[src/rtl/load_scoreboard.sv]
// Load scoreboard: tracks in-flight loads per destination register and raises decode stalls.
// Optional macro LSB_RESP_BYPASS_EN lets a same-cycle response mask RAW/WAW/capacity hazards.
module load_scoreboard #(
    parameter int unsigned NUM_REGS        = 32,
    parameter int unsigned MAX_OUTSTANDING = 4,
    localparam int unsigned RW             = $clog2(NUM_REGS),
    localparam int unsigned CW             = $clog2(MAX_OUTSTANDING + 1)
) (
    input  logic          clk,
    input  logic          rst_n,
    input  logic          issue_valid,
    input  logic [RW-1:0] issue_rd,
    input  logic          resp_valid,
    input  logic [RW-1:0] resp_rd,
    input  logic [RW-1:0] rs1_d,
    input  logic [RW-1:0] rs2_d,
    input  logic [RW-1:0] rd_d,
    input  logic          rd_we_d,
    input  logic          is_load_d,
    output logic          issue_ready,
    output logic          stall,
    output logic          flush,
    output logic          flag,
    output logic [CW-1:0] outstanding,
    output logic          err
);

    localparam logic [CW-1:0] FULL_CNT = CW'(MAX_OUTSTANDING);

    logic [NUM_REGS-1:1] r_pending;
    logic [CW-1:0]       r_count;
    logic                r_err;

    logic [NUM_REGS-1:0] w_pend;
    logic [NUM_REGS-1:1] w_pending_nxt;
    logic [CW-1:0]       w_count_nxt;
    logic                w_err_nxt;
    logic                w_full;
    logic                w_empty;
    logic                w_issue_ok;
    logic                w_resp_ok;
    logic                w_err_over;
    logic                w_err_under;
    logic                w_err_dup;
    logic                w_raw1;
    logic                w_raw2;
    logic                w_waw;
    logic                w_cap;
    logic                w_hazard;

    // Bit 0 is a constant zero so x0 lookups never report a hazard.
    assign w_pend  = {r_pending, 1'b0};
    assign w_full  = (r_count == FULL_CNT);
    assign w_empty = (r_count == '0);

    // Overflowing issues and underflowing responses are dropped, not counted.
    assign w_issue_ok = issue_valid && !(w_full && !resp_valid);
    assign w_resp_ok  = resp_valid && !w_empty;

    assign w_err_over  = issue_valid && w_full && !resp_valid;
    assign w_err_under = resp_valid && w_empty;
    assign w_err_dup   = issue_valid && (issue_rd != '0) && w_pend[issue_rd]
                         && !(resp_valid && (resp_rd == issue_rd));

    always_comb begin
        w_pending_nxt = r_pending;
        if (resp_valid && (resp_rd != '0)) begin
            w_pending_nxt[resp_rd] = 1'b0;
        end
        // Set after clear so a same-cycle issue/response to one rd stays pending.
        if (w_issue_ok && (issue_rd != '0)) begin
            w_pending_nxt[issue_rd] = 1'b1;
        end
    end

    always_comb begin
        w_count_nxt = r_count;
        case ({w_issue_ok, w_resp_ok})
            2'b10:   w_count_nxt = r_count + 1'b1;
            2'b01:   w_count_nxt = r_count - 1'b1;
            default: w_count_nxt = r_count;
        endcase
    end

    assign w_err_nxt = r_err || w_err_over || w_err_under || w_err_dup;

    always_ff @(posedge clk) begin
        if (!rst_n) begin
            r_pending <= '0;
            r_count   <= '0;
            r_err     <= 1'b0;
        end else begin
            r_pending <= w_pending_nxt;
            r_count   <= w_count_nxt;
            r_err     <= w_err_nxt;
        end
    end

`ifdef LSB_RESP_BYPASS_EN
    assign w_raw1 = (rs1_d != '0) && w_pend[rs1_d] && !(resp_valid && (resp_rd == rs1_d));
    assign w_raw2 = (rs2_d != '0) && w_pend[rs2_d] && !(resp_valid && (resp_rd == rs2_d));
    assign w_waw  = rd_we_d && (rd_d != '0) && w_pend[rd_d]
                    && !(resp_valid && (resp_rd == rd_d));
    assign w_cap  = is_load_d && w_full && !resp_valid;
`else
    assign w_raw1 = (rs1_d != '0) && w_pend[rs1_d];
    assign w_raw2 = (rs2_d != '0) && w_pend[rs2_d];
    assign w_waw  = rd_we_d && (rd_d != '0) && w_pend[rd_d];
    assign w_cap  = is_load_d && w_full;
`endif

    assign w_hazard    = w_raw1 || w_raw2 || w_waw || w_cap;
    assign stall       = w_hazard;
    assign flush       = w_hazard;
    assign flag        = w_hazard;
    assign issue_ready = !w_full;
    assign outstanding = r_count;
    assign err         = r_err;

endmodule

[config.mk]
export PLATFORM = sky130hd
export DESIGN_NAME = load_scoreboard
export DESIGN_NICKNAME = d
export VERILOG_FILES = /design/src/rtl/load_scoreboard.sv
export SDC_FILE = /design/constraint.sdc
export NUM_CORES = 1
export LEC_CHECK = 0
export ABC_CLOCK_PERIOD_IN_PS = 6100
export BUFFER_PORTS_ARGS = -buffer_cell sky130_fd_sc_hd__buf_2
export CORE_MARGIN = 5
export CORE_UTILIZATION = 63
export DETAILED_ROUTE_END_ITERATION = 10
export PLACE_DENSITY_LB_ADDON = 0.08
export SLEW_MARGIN = 10
export SYNTH_ARGS = -nofsm -noshare
export SYNTH_HDL_FRONTEND = slang
export SYNTH_SLANG_ARGS = --single-unit
export TNS_END_PERCENT = 5
[constraint.sdc]
create_clock -name clk -period 6.1 [get_ports clk]
set_input_delay 0.305 -clock clk [delete_from_list [all_inputs] [get_ports clk]]
set_output_delay 0.305 -clock clk [all_outputs]
set_load 0.1 [all_outputs]
After elaboration in Yosys (flattened, before gate mapping)

Index checks and enable logic that the tools add are counted.

Flip-flop bits (word level): 35
Input port bits: 31
Output and inout bits: 8
Word-level logic and storage cells: 71

Reductions and logical operators: 37
Equality and inequality tests: 4
Bitwise logic cells: 3
$add $sub $neg: 2
Muxes and demuxes: 15
Magnitude comparators: 7

Operator list:

| operator            | number |
|---|---|
| $mux 31             | 2 |
| $and 31x31->31      | 1 |
| $not 31->31         | 1 |
| $or 31x31->31       | 1 |
| $lt 5x6->1 const B  | 5 |
| $reduce_bool 5->1   | 5 |
| $bmux 1 s5          | 4 |
| $logic_and 1x1->1   | 19 |
| $demux 1 s5         | 2 |
| $ge 5x1->1 const B  | 2 |
| $logic_or 1x1->1    | 6 |
| $mux 1              | 6 |
| $pmux 3 s2          | 1 |
| $eq 5x5->1          | 1 |
| $logic_not 1->1     | 5 |
| $add 3x1->3 const B | 1 |
| $eq 3x3->1 const B  | 1 |
| $logic_not 3->1     | 1 |
| $sub 3x1->3 const B | 1 |
| $eq 2x1->1 const B  | 1 |
| $eq 2x2->1 const B  | 1 |
| $reduce_bool 2->1   | 1 |

Logic depth before layout (Yosys ltp)

Gate-level depths: netlist of run 1.

Depth after elaboration: 9
Mapped depth: 8
Mapped depth without buffers: 8

Least setup slack after synthesis of run 1

No wires, ideal clock.

Path type: reg2reg
From: reg r_count[2], in the netlist outstanding[2]
To: reg r_count[2], in the netlist outstanding[2]
Required time: 6.030 ns
Clock period less this slack: 3.535 ns
Stages on the path, launching flop included: 9
Path buffers: 0
Setup slack: 2.565 ns
Arrival: 3.464 ns
Setup time: 0.070 ns
Cell sequence: dfxtp_1 -> or3b_1 -> o21ai_0 -> ha_1 -> inv_1 -> fa_1 -> xor2_1 -> or3_1 -> a21oi_1

Word-level cells in the longest chain between the ends: 6
Elaborated cells on any way between the ends: 13
Those cells by class: add/sub: 2; eq/ne: 3; mux: 1; reduce/logical: 7

Ends and longest elaborated chain:

| item                                            | line | source |
|---|---|---|
| from (decl)                                     | 31   | `logic [CW-1:0] r_count;` |
| from (signal assigned)                          | 94   | `r_count <= w_count_nxt;` |
| $eq 3x3->1                                      | 53   | `assign w_full = (r_count == FULL_CNT);` |
| $logic_and 1x1->1                               | 57   | `assign w_issue_ok = issue_valid && !(w_full && !resp_valid);` |
| $logic_not 1->1                                 | 57   |  |
| $logic_and 1x1->1                               | 57   |  |
| $eq 2x1->1 or $eq 2x2->1 (tied branches)        | 78   | `case ({w_issue_ok, w_resp_ok})` |
| $pmux 3 s2 or $reduce_bool 2->1 (tied branches) | -    |  |

Parallel ways exist; a longest one is shown, timed or not.
A chain may end at the register's enable or synchronous reset.

Worst setup path after layout of run 1

Ends and elaborated chain as after synthesis.

==> out/metrics.cfg, run 1 <==
[floorplanning]
core_sq_um=4384
die_x_um=77.26
start_util_pct=65.01
dieArea_sq_um=5969
io_pins=39
rows=24
die_h_um=77.26

[clock_network]
cts_resized=0
cts.sinks=35
clkTransAtPathRegs_ns=0.08
cts_buffers=5
cts_setup_buffers=0
cts_tree=built
cts_buffer_depth=2
clockRootBuffer=clkbuf_8
clock_latency_ns=0.29
cts_hold_buf=0
htreeDepth=2

[detailed_routing]
vias_per_cell=7.078
dr.pass1.iters=5
postRouteWirelength_mm=8.304
ant_nets=0
remaining_drc_errors=0
first_iter_violations=315
wire_per_inst_um=20.92
via_count=2810

[synthesis]
yosysTopAreaCell=dfxtp_1
yosysWarnings=0
yosys.cell_count.top_type=o21ai_0
synth_commonest_cells=o21ai_0 (42), dfxtp_1 (35), nand2_1 (22)
ys_ff_latch=35
syn_area_sq_um=2850
ys_types=49
async_reset_ff_share_pct=0
synth_ff_type=dfxtp_1
synth_edf_count=0
yosysTopAreaCellShare_pct=24.58
synthTopCellsByArea=dfxtp_1 (25%), mux4_2 (15%), o21ai_0 (7.4%), mux4_1 (4.6%), a21oi_1 (3.2%)
synth.avg_cell_area_sq_um=8.743
synth_nets=359
synth-seq-area-share_pct=24.58
netlist_instances=326

[global_routing]
grt_max_degree=27
grt_remaining_overflow=0
grt_pass1_wl_mm=13.63
antenna_found_initial=0
grt_usage_pct=28.31
grt_pass1_vias=2734

[worst_setup_path]
crit_buf_inv=1
max_stage_delay_ns=0.45
cp.arrival_ns=2.74
critPathCaptureType=flip-flop
cp_max_fo=8
cp-start-kind=flip-flop
critPathRequiredTime_ns=6.30
crit_type=reg -> reg
crit_slowest_cell=dfxtp_1
critPathTopFamily=simple AND/OR/NAND/NOR gates
cp_cell_sequence=or3b_1 -> o21ai_0 -> ha_1 -> inv_1 -> fa_1 -> xor2_1 -> or3_1 -> a21oi_1

[sta]
rsz0062_at_grt=no
maxSlewHeadroom_pct=49.89
max_freq_mhz=394.5
drv_slew=0
timing.final.crit_share_pct=41.56
report.final.hold_viol_count=0
tightest_slew_ns=0.7470
hold-worst-slack_ns=0.2981
timing.final.ws_setup_ns=3.565
fin_crit_ns=2.535
fin_setup_tns_ns=0
finClkSkew_ns=0.007686
finalSetupViolCount=0

[placed_design]
dp_slack_ns=3.600
dp_cells=389
io_buffer_count=38
dp_hpwl_mm=6.001
finalWeightedCongestion=0.9775

[power]
power_density_nw_per_um2=242.2
power_leakage_nw=1.100
p_total_mw=0.7468
peakVddDrop_mv=0.3570

[cells_and_area]
area_delta_synth_final_pct=8.165
final_cells=397
nets=377
diodes=0
drive_gt1_share_pct=21.74

[hold_path]
min_path_type=in -> reg

[outcome]
outcome=finished clean

[job]
cap_violations=0

worst reg2reg max path, delay by kind of cell (launching register included):
family / cells / cell delay (ns)
xor+xnor: 1 / 0.16
compound gates: 2 / 0.43
simple gates: 2 / 0.72
buf+inv: 1 / 0.06
fa+ha+maj: 2 / 0.63
flops: 1 / 0.45
area by class of cell:
cell class	count	area, sq um
sequential	35	700.7
multi-input combinational	254	1977
timing repair buffer	38	190.2
tap	52	65.06
clock inverter	3	43.79
fill	355	1301
inverter	10	37.54
clock buffer	5	68.82
flip-flops by register name, summed over array words and instances (netlist names):
name / flops
r_pending: 31
outstanding: 3
err: 1
layout by cell type, fill, tap and decap left out, types with 3 or more instances in the layout:
cell and count:
nor4b_1 3, mux2_2 7, mux2i_1 8, xor2_1 6, mux4_1 5, buf_2 38, dfxtp_1 35, clkbuf_8 5
o21ai_0 42, mux4_2 19, nand4_1 8, o22ai_1 5, nand2b_1 6, a2111oi_0 4, a21oi_1 18, and2_1 9
nor2_1 20, o21a_1 8, nor2b_1 7, nand3_1 16, nand3b_1 7, nor3_1 3, inv_1 9, nor3b_1 6
nand2_1 22, nor4_1 3, o211ai_1 3
power breakdown:
group / leakage, nW / internal, mW / switching (mW)
registers: 0.283 / 0.241 / 0.0172
clock network: 0.0581 / 0.122 / 0.0909
logic: 0.759 / 0.0700 / 0.206
total: 1.10 / 0.433 / 0.314
routing by layer:
layer	vias up	GRT usage, %	wire length, um
li1	1264	-	-
met1	1329	38.18	3182
met2	189	44.02	3927
met3	28	6.089	1011
met4	0	11.34	182
met5	-	0	0
path summary, 6_finish.rpt:
path              depth (start not counted)           start             end  slack [ns]
setup / recovery                          8  outstanding[2]  outstanding[2]        3.56
hold / removal                            3     issue_valid             err        0.30
setup reg to reg                          8  outstanding[2]  outstanding[2]        3.56
hold reg to reg                           2   r_pending[25]   r_pending[25]        0.53
logic make-up (layout without fill, tap and decap cells):
family          Yosys count  after routing  share of synthesized area [%]
compound gates           89             89                          18.53
fa+ha+maj                 2              2                          1.141
flops                    35             35                          24.58
mux                      39             39                          25.20
xor+xnor                  7              7                          2.151
simple gates            117            117                          22.34
buf+inv                  37             56                          6.057
metrics by stage:
step                      instance area (sq um)  util [%]
after floorplan                            2850         -
after global placement                     2970     67.75
after detailed placement                   2970     67.75
after CTS                                  3083     70.32
after global routing                       3083     70.32
final                                      3083     70.32
Note: power is estimated with default switching activity, not from simulation.
==> inputs of run 2 (changes only) <==
--- a/config.mk
+++ b/config.mk
@@ -5,10 +5,10 @@
 export SDC_FILE = /design/constraint.sdc
 export NUM_CORES = 1
 export LEC_CHECK = 0
-export ABC_CLOCK_PERIOD_IN_PS = 6100
+export ABC_CLOCK_PERIOD_IN_PS = 2200
 export BUFFER_PORTS_ARGS = -buffer_cell sky130_fd_sc_hd__buf_2
 export CORE_MARGIN = 5
-export CORE_UTILIZATION = 63
+export CORE_UTILIZATION = 53
 export DETAILED_ROUTE_END_ITERATION = 10
 export PLACE_DENSITY_LB_ADDON = 0.08
 export SLEW_MARGIN = 10
==> constraint.sdc (replaced) <==
create_clock -name clk -period 2.2 [get_ports clk]
set_input_delay 0.11 -clock clk [delete_from_list [all_inputs] [get_ports clk]]
set_output_delay 0.11 -clock clk [all_outputs]
set_load 0.1 [all_outputs]
==> run 2 against run 1 <==
  * Register-to-register slack lost 3.5 ns
  * Combinational power grew to 3.2 times the previous value
  * Cell count grew 7.1%
  * Global-route usage shrank 4.1 points
  * Non-clock buffer count grew 10
  * Sequential share of layout area shrank 0.34 points
  * Routed wire length shrank 0.77%
  * Clock power grew 110%
  * Final area grew 5.0%
==> out/metrics.cfg, run 2 (synthesized netlist as in run 1, its figures left out) <==
[global_routing]
use_met2_pct=36.66  ; was 44.02%
grt_pass1_wl_mm=13.58  ; was 13.63 mm
grtUsageMet3_pct=5.842  ; was 6.089%
grt_max_degree=27  ; unchanged
antenna_found_initial=0  ; unchanged
met1_usage_pct=32.84  ; was 38.18%
grt_pass1_vias=2682  ; was 2734
busiest_layer=met2  ; unchanged
grt_usage_pct=24.25  ; was 28.31%
grt_remaining_overflow=0  ; unchanged

[clock_network]
cts_buffers=5  ; unchanged
cts_buffer_depth=2  ; unchanged
clkTransAtPathRegs_ns=0.07  ; was 0.08 ns
cts_tree=built  ; unchanged
cts_hold_buf=0  ; unchanged
cts.sinks=35  ; unchanged
clockRootBuffer=clkbuf_8  ; unchanged
htreeDepth=2  ; unchanged
clock_latency_ns=0.29  ; about the same

[cells_and_area]
nets=387  ; was 377
area_delta_synth_final_pct=13.52  ; was 8.165%
drive_gt1_share_pct=29.30  ; was 21.74%
diodes=0  ; unchanged
multiInputGateArea_sq_um=2009  ; was 1977 sq um
seqCellArea_sq_um=724.4  ; was 700.7 sq um
top_register=r_pending  ; unchanged
design_area_sq_um=3236  ; was 3083 sq um
nFillCells=460  ; was 355
layout_common_cells=o21ai_0 (41), buf_2 (35), nand2_1 (22), dfxtp_1 (22), nor2_1 (20)  ; was o21ai_0 (42), buf_2 (38), dfxtp_1 (35)
final_util_pct=62.55  ; was 70.32%
final_common_cell=o21ai_0  ; unchanged
largest_reg_flops=31  ; unchanged

[power]
internal-power_mw=1.178  ; was 0.4331 mW
power_density_nw_per_um2=634.4  ; was 242.2 nW/um^2
p_total_mw=2.053  ; was 0.7468 mW
power_frac_comb_pct=43.3  ; was 36.9%
peakVddDrop_mv=0.7893  ; was 0.3570 mV
sw_frac_of_total_pct=42.61  ; was 42.01%
power_leakage_nw=1.150  ; was 1.100 nW
clockPowerShare_pct=22.2  ; was 28.5%
pwr-share-seq_pct=34.4  ; was 34.6%
p_switching_mw=0.8747  ; was 0.3137 mW

[detailed_routing]
wire_per_inst_um=19.39  ; was 20.92 um
vias_per_cell=6.438  ; was 7.078
ant_nets=0  ; unchanged
remaining_drc_errors=0  ; unchanged
dr.pass1.iters=5  ; unchanged
via_count=2736  ; was 2810
first_iter_violations=185  ; was 315
postRouteWirelength_mm=8.240  ; was 8.304 mm

[worst_setup_path]
cp-start-kind=flip-flop  ; unchanged
critPathRequiredTime_ns=2.09  ; was 6.30 ns
crit_slowest_cell=mux4_2  ; was dfxtp_1
crit_buf_inv=2  ; was 1
cp_max_fo=5  ; was 8
critPathTopFamily=multiplexers  ; was simple AND/OR/NAND/NOR gates
critPathCaptureType=output pin  ; was flip-flop
max_stage_delay_ns=0.47  ; was 0.45 ns
cp_cell_sequence=mux4_2 -> mux2i_1 -> o22ai_1 -> nor4_1 -> nand4_1 -> buf_4 -> buf_8  ; was or3b_1 -> o21ai_0 -> ha_1 -> inv_1 -> fa_1 -> xor2_1 -> or3_1 -> a21oi_1
crit_type=reg -> out  ; was reg -> reg
cp.arrival_ns=2.02  ; was 2.74 ns

[floorplanning]
die_h_um=83.34  ; was 77.26 um
core_sq_um=5172  ; was 4384 sq um
rows=26  ; was 24
start_util_pct=55.10  ; was 65.01%
dieArea_sq_um=6945  ; was 5969 sq um
die_x_um=83.34  ; was 77.26 um
io_pins=39  ; unchanged

[sta]
drv_slew=0  ; unchanged
finClkSkew_ns=0.004553  ; was 0.007686 ns
fin_crit_ns=2.134
timing.final.ws_setup_ns=0.06607  ; was 3.565 ns
rsz0062_at_grt=yes  ; was no
max_freq_mhz=468.6
report.final.hold_viol_count=0  ; unchanged
finalSetupViolCount=0  ; unchanged
tightest_slew_ns=0.6672  ; was 0.7470 ns
fin_setup_tns_ns=0  ; unchanged
maxSlewHeadroom_pct=55.42  ; was 49.89%
timing.final.crit_share_pct=97.00

[placed_design]
placed_area_sq_um=3069  ; was 2970 sq um
dp_slack_ns=-0.05560  ; was 3.600 ns
io_buffer_count=38  ; unchanged
finalWeightedCongestion=0.9040  ; was 0.9775
dp_hpwl_mm=6.133  ; was 6.001 mm

[outcome]
outcome=finished clean  ; unchanged

[hold_path]
min_path_type=in -> reg  ; unchanged

[job]
cap_violations=0  ; unchanged

-- run 2: changes by cell type in the layout (fill, tap and decap cells not counted), sizes merged --
cell / change
buf: +10
bufinv: -1
clkbuf: +2
clkinv: -1
-- run 2: metrics by stage --
| stage | cells | hold WS (ns) |
|---|---|---|
| 2_1_floorplan | 326 | 0.2636 |
| 3_3_place_gp | 415 | 0.4218 |
| 3_5_place_dp | 415 | 0.4159 |
| 4_1_cts | 423 | 0.1219 |
| 5_1_grt | 425 | 0.1500 |
| 6_report | 425 | 0.1279 |
-- run 2: path summary, 6_finish.rpt --
kind,start,endpoint,slack [ns],cells past startpoint
setup reg to reg,outstanding[0],outstanding[2],0.07,8
setup / recovery,r_pending[31],stall,0.07,7
hold reg to reg,r_pending[25],r_pending[25],0.53,2
hold / removal,issue_valid,err,0.13,3
-- run 2: worst reg2reg max path: cells and delay by family (launching register included) --
kind                     cells  cell delay [ns]
buffers and inverters        1             0.05
AND/OR/NAND/NOR              2             0.71
AO/OA/AOI/OAI                2             0.29
flip-flops                   1             0.34
XOR/XNOR                     1             0.15
adder cells (fa/ha/maj)      2             0.53
-- run 2: layer usage --
metal | vias up | share of wire (%)
li1 | 1284 | -
met1 | 1297 | 43
met2 | 137 | 46
met3 | 18 | 9.1
met4 | 0 | 2.4
met5 | - | 0
-- run 2: layout make-up --
cell class,instances,share of cell area [%]
multi-input cells,254,62.10
flip-flops and latches,35,22.39
repair buffers,48,9.126
well taps,70,2.707
clock buffers,7,2.359
inverters,10,1.160
clock inverters,1,0.1547
-- run 2: power groups by stage --
stage	clock network, mW	registers (mW)	logic [mW]
finish	0.457	0.707	0.890
global route	0.499	0.712	0.945
CTS	0.466	0.706	0.838
detailed placement	0	0.720	0.833
global placement	0	0.717	0.826
floorplan	0	0.930	0.460
-- run 2: repair_timing --
item	in CTS	in global routing
setup endpoints to repair	4	4
pin swaps	0	4
resized for setup	2	29
buffers inserted	0	2
==> inputs of run 3 (changes only) <==
==> constraint.sdc (replaced) <==
create_clock -name clk -period 2.2 [get_ports clk]
set_input_delay 0.44 -clock clk [delete_from_list [all_inputs] [get_ports clk]]
set_output_delay 0.44 -clock clk [all_outputs]
set_load 0.1 [all_outputs]
==> run 3 against run 2 <==
  * The flow now finishes with violations (setup timing)
  * Total power up 4.8%
  * Critical path depth unchanged
  * Cell count is 6.8% higher
  * Clock power grew 16%
  * Sequential share of layout area fell by 1.8 points
  * Critical path type unchanged
  * Largest cell class unchanged
  * Highest routed layer unchanged
==> out/metrics.cfg, run 3 (synthesized netlist as in run 1, its figures left out) <==
[sta]
finalSetupViolCount=3  ; was 0
max_freq_mhz=407.6  ; was 468.6 MHz
fin_crit_ns=2.453  ; was 2.134 ns
tightest_slew_ns=0.6112  ; was 0.6672 ns
timing.final.ws_setup_ns=-0.2531  ; was 0.06607 ns
fin_setup_tns_ns=-0.7574  ; was 0 ns
drv_slew=0  ; unchanged
timing.final.crit_share_pct=111.5  ; was 97.00%
maxSlewHeadroom_pct=59.17  ; was 55.42%
rsz0062_at_grt=yes  ; unchanged
finClkSkew_ns=0.01049  ; was 0.004553 ns
report.final.hold_viol_count=0  ; unchanged

[worst_setup_path]
critPathCaptureType=output pin  ; unchanged
cp_cell_sequence=mux4_2 -> mux2i_1 -> o22ai_1 -> nor4_1 -> nand4_1 -> buf_6 -> buf_8  ; was mux4_2 -> mux2i_1 -> o22ai_1 -> nor4_1 -> nand4_1 -> buf_4 -> buf_8
crit_type=reg -> out  ; unchanged
cp-start-kind=flip-flop  ; unchanged
cp_max_fo=5  ; unchanged
cp.arrival_ns=2.01  ; was 2.02 ns
max_stage_delay_ns=0.47  ; about the same
critPathRequiredTime_ns=1.76  ; was 2.09 ns
crit_slowest_cell=mux4_2  ; unchanged

[cells_and_area]
final_cells=454  ; was 425
layout_common_cells=o21ai_0 (41), buf_4 (40), buf_2 (32)  ; was o21ai_0 (41), buf_2 (35), nand2_1 (22), dfxtp_1 (22), nor2_1 (20)
diodes=0  ; unchanged
largest_reg_flops=31  ; unchanged
final_common_cell=o21ai_0  ; unchanged
drive_gt1_share_pct=33.07  ; was 29.30%
design_area_sq_um=3465  ; was 3236 sq um
area_delta_synth_final_pct=21.55  ; was 13.52%
nets=416  ; was 387
top_register=r_pending  ; unchanged

[placed_design]
io_buffer_count=38  ; unchanged
dp_hpwl_mm=6.893  ; was 6.133 mm
placed_area_sq_um=3282  ; was 3069 sq um
finalWeightedCongestion=0.9508  ; was 0.9040
dp_slack_ns=-0.4335  ; was -0.05560 ns
dp_cells=445  ; was 415

[clock_network]
clkTransAtPathRegs_ns=0.08  ; was 0.07 ns
clock_latency_ns=0.29  ; about the same
htreeDepth=2  ; unchanged
cts_buffer_depth=2  ; unchanged
cts.sinks=35  ; unchanged
cts_buffers=5  ; unchanged
cts_tree=built  ; unchanged
clockRootBuffer=clkbuf_8  ; unchanged
cts_hold_buf=0  ; unchanged

[outcome]
outcome=finished with violations  ; was finished clean
violations=setup timing

[power]
power_leakage_nw=1.306  ; was 1.150 nW
power_density_nw_per_um2=620.8  ; was 634.4 nW/um^2
p_total_mw=2.151  ; was 2.053 mW
peakVddDrop_mv=0.9204  ; was 0.7893 mV

[global_routing]
grt_usage_pct=26.88  ; was 24.25%
grt_pass1_wl_mm=14.91  ; was 13.58 mm
grt_pass1_vias=2867  ; was 2682
antenna_found_initial=0  ; unchanged
grt_remaining_overflow=0  ; unchanged
grt_max_degree=27  ; unchanged

[hold_path]
min_path_type=in -> reg  ; unchanged

[detailed_routing]
postRouteWirelength_mm=9.123  ; was 8.240 mm
ant_nets=0  ; unchanged
vias_per_cell=6.544  ; was 6.438
dr.pass1.iters=5  ; unchanged
wire_per_inst_um=20.09  ; was 19.39 um
first_iter_violations=244  ; was 185
remaining_drc_errors=0  ; unchanged
via_count=2971  ; was 2736

[floorplanning]
start_util_pct=55.10  ; unchanged
die_x_um=83.34  ; unchanged
dieArea_sq_um=6945  ; unchanged
core_sq_um=5172  ; unchanged
die_h_um=83.34  ; unchanged
rows=26  ; unchanged
io_pins=39  ; unchanged

[job]
cap_violations=0  ; unchanged

[run 3: cell types whose count changed in the layout (fill, tap and decap cells not counted), sizes merged]
cell and change:
clkinvlp +1, clkinv -1, buf +29
[run 3: final cells by class]
cell class              instances  area (sq um)
fillers                       437          1708
clock buffers                   7         96.34
flip-flops and latches         35         711.9
multi-input cells             254          1996
well taps                      70         87.58
inverters                      10         37.54
clock inverters                 1         7.507
repair buffers                 77         528.0
[run 3: routing by layer]
metal	vias up	global-route usage (%)	wire length, um
met4	0	14.56	382
met3	32	5.050	660
met1	1436	34.05	3784
met2	156	43.08	4296
met5	-	0	0
li1	1347	-	-
[run 3: final timing paths]
check,slack (ns),cells after the start,end,startpoint
setup / recovery,-0.25,7,flush,r_pending[31]
hold / removal,0.45,3,err,issue_valid
setup reg to reg,0.03,8,outstanding[2],outstanding[0]
hold reg to reg,0.54,2,r_pending[10],r_pending[10]
[run 3: metrics by stage]
step	hold slack, ns	util [%]
after floorplan	0.4784	-
after global placement	0.5276	63.45
after detailed placement	0.5216	63.45
after CTS	0.4526	66.81
after global routing	0.4820	66.98
final	0.4507	66.98
[run 3: where the power goes]
group,leakage [nW],internal [mW],switching [mW]
clock,0.0505,0.285,0.246
sequential,0.287,0.674,0.0255
combinational,0.968,0.299,0.621
total,1.31,1.26,0.893
[run 3: repair_timing]
| item | CTS | global route |
|---|---|---|
| buffers inserted | 1 | 0 |
| pin swaps | 1 | 0 |
| endpoints found under the setup margin | 4 | 4 |
| gates resized for setup | 23 | 4 |
[run 3: critical path, delay by kind of cell (launching register included)]
kind	cells	cell delay [ns]
AOI/OAI and AO/OA	1	0.11
buffers and inverters	2	0.33
DFF	1	0.36
muxes	2	0.63
and+or+nand+nor	2	0.29
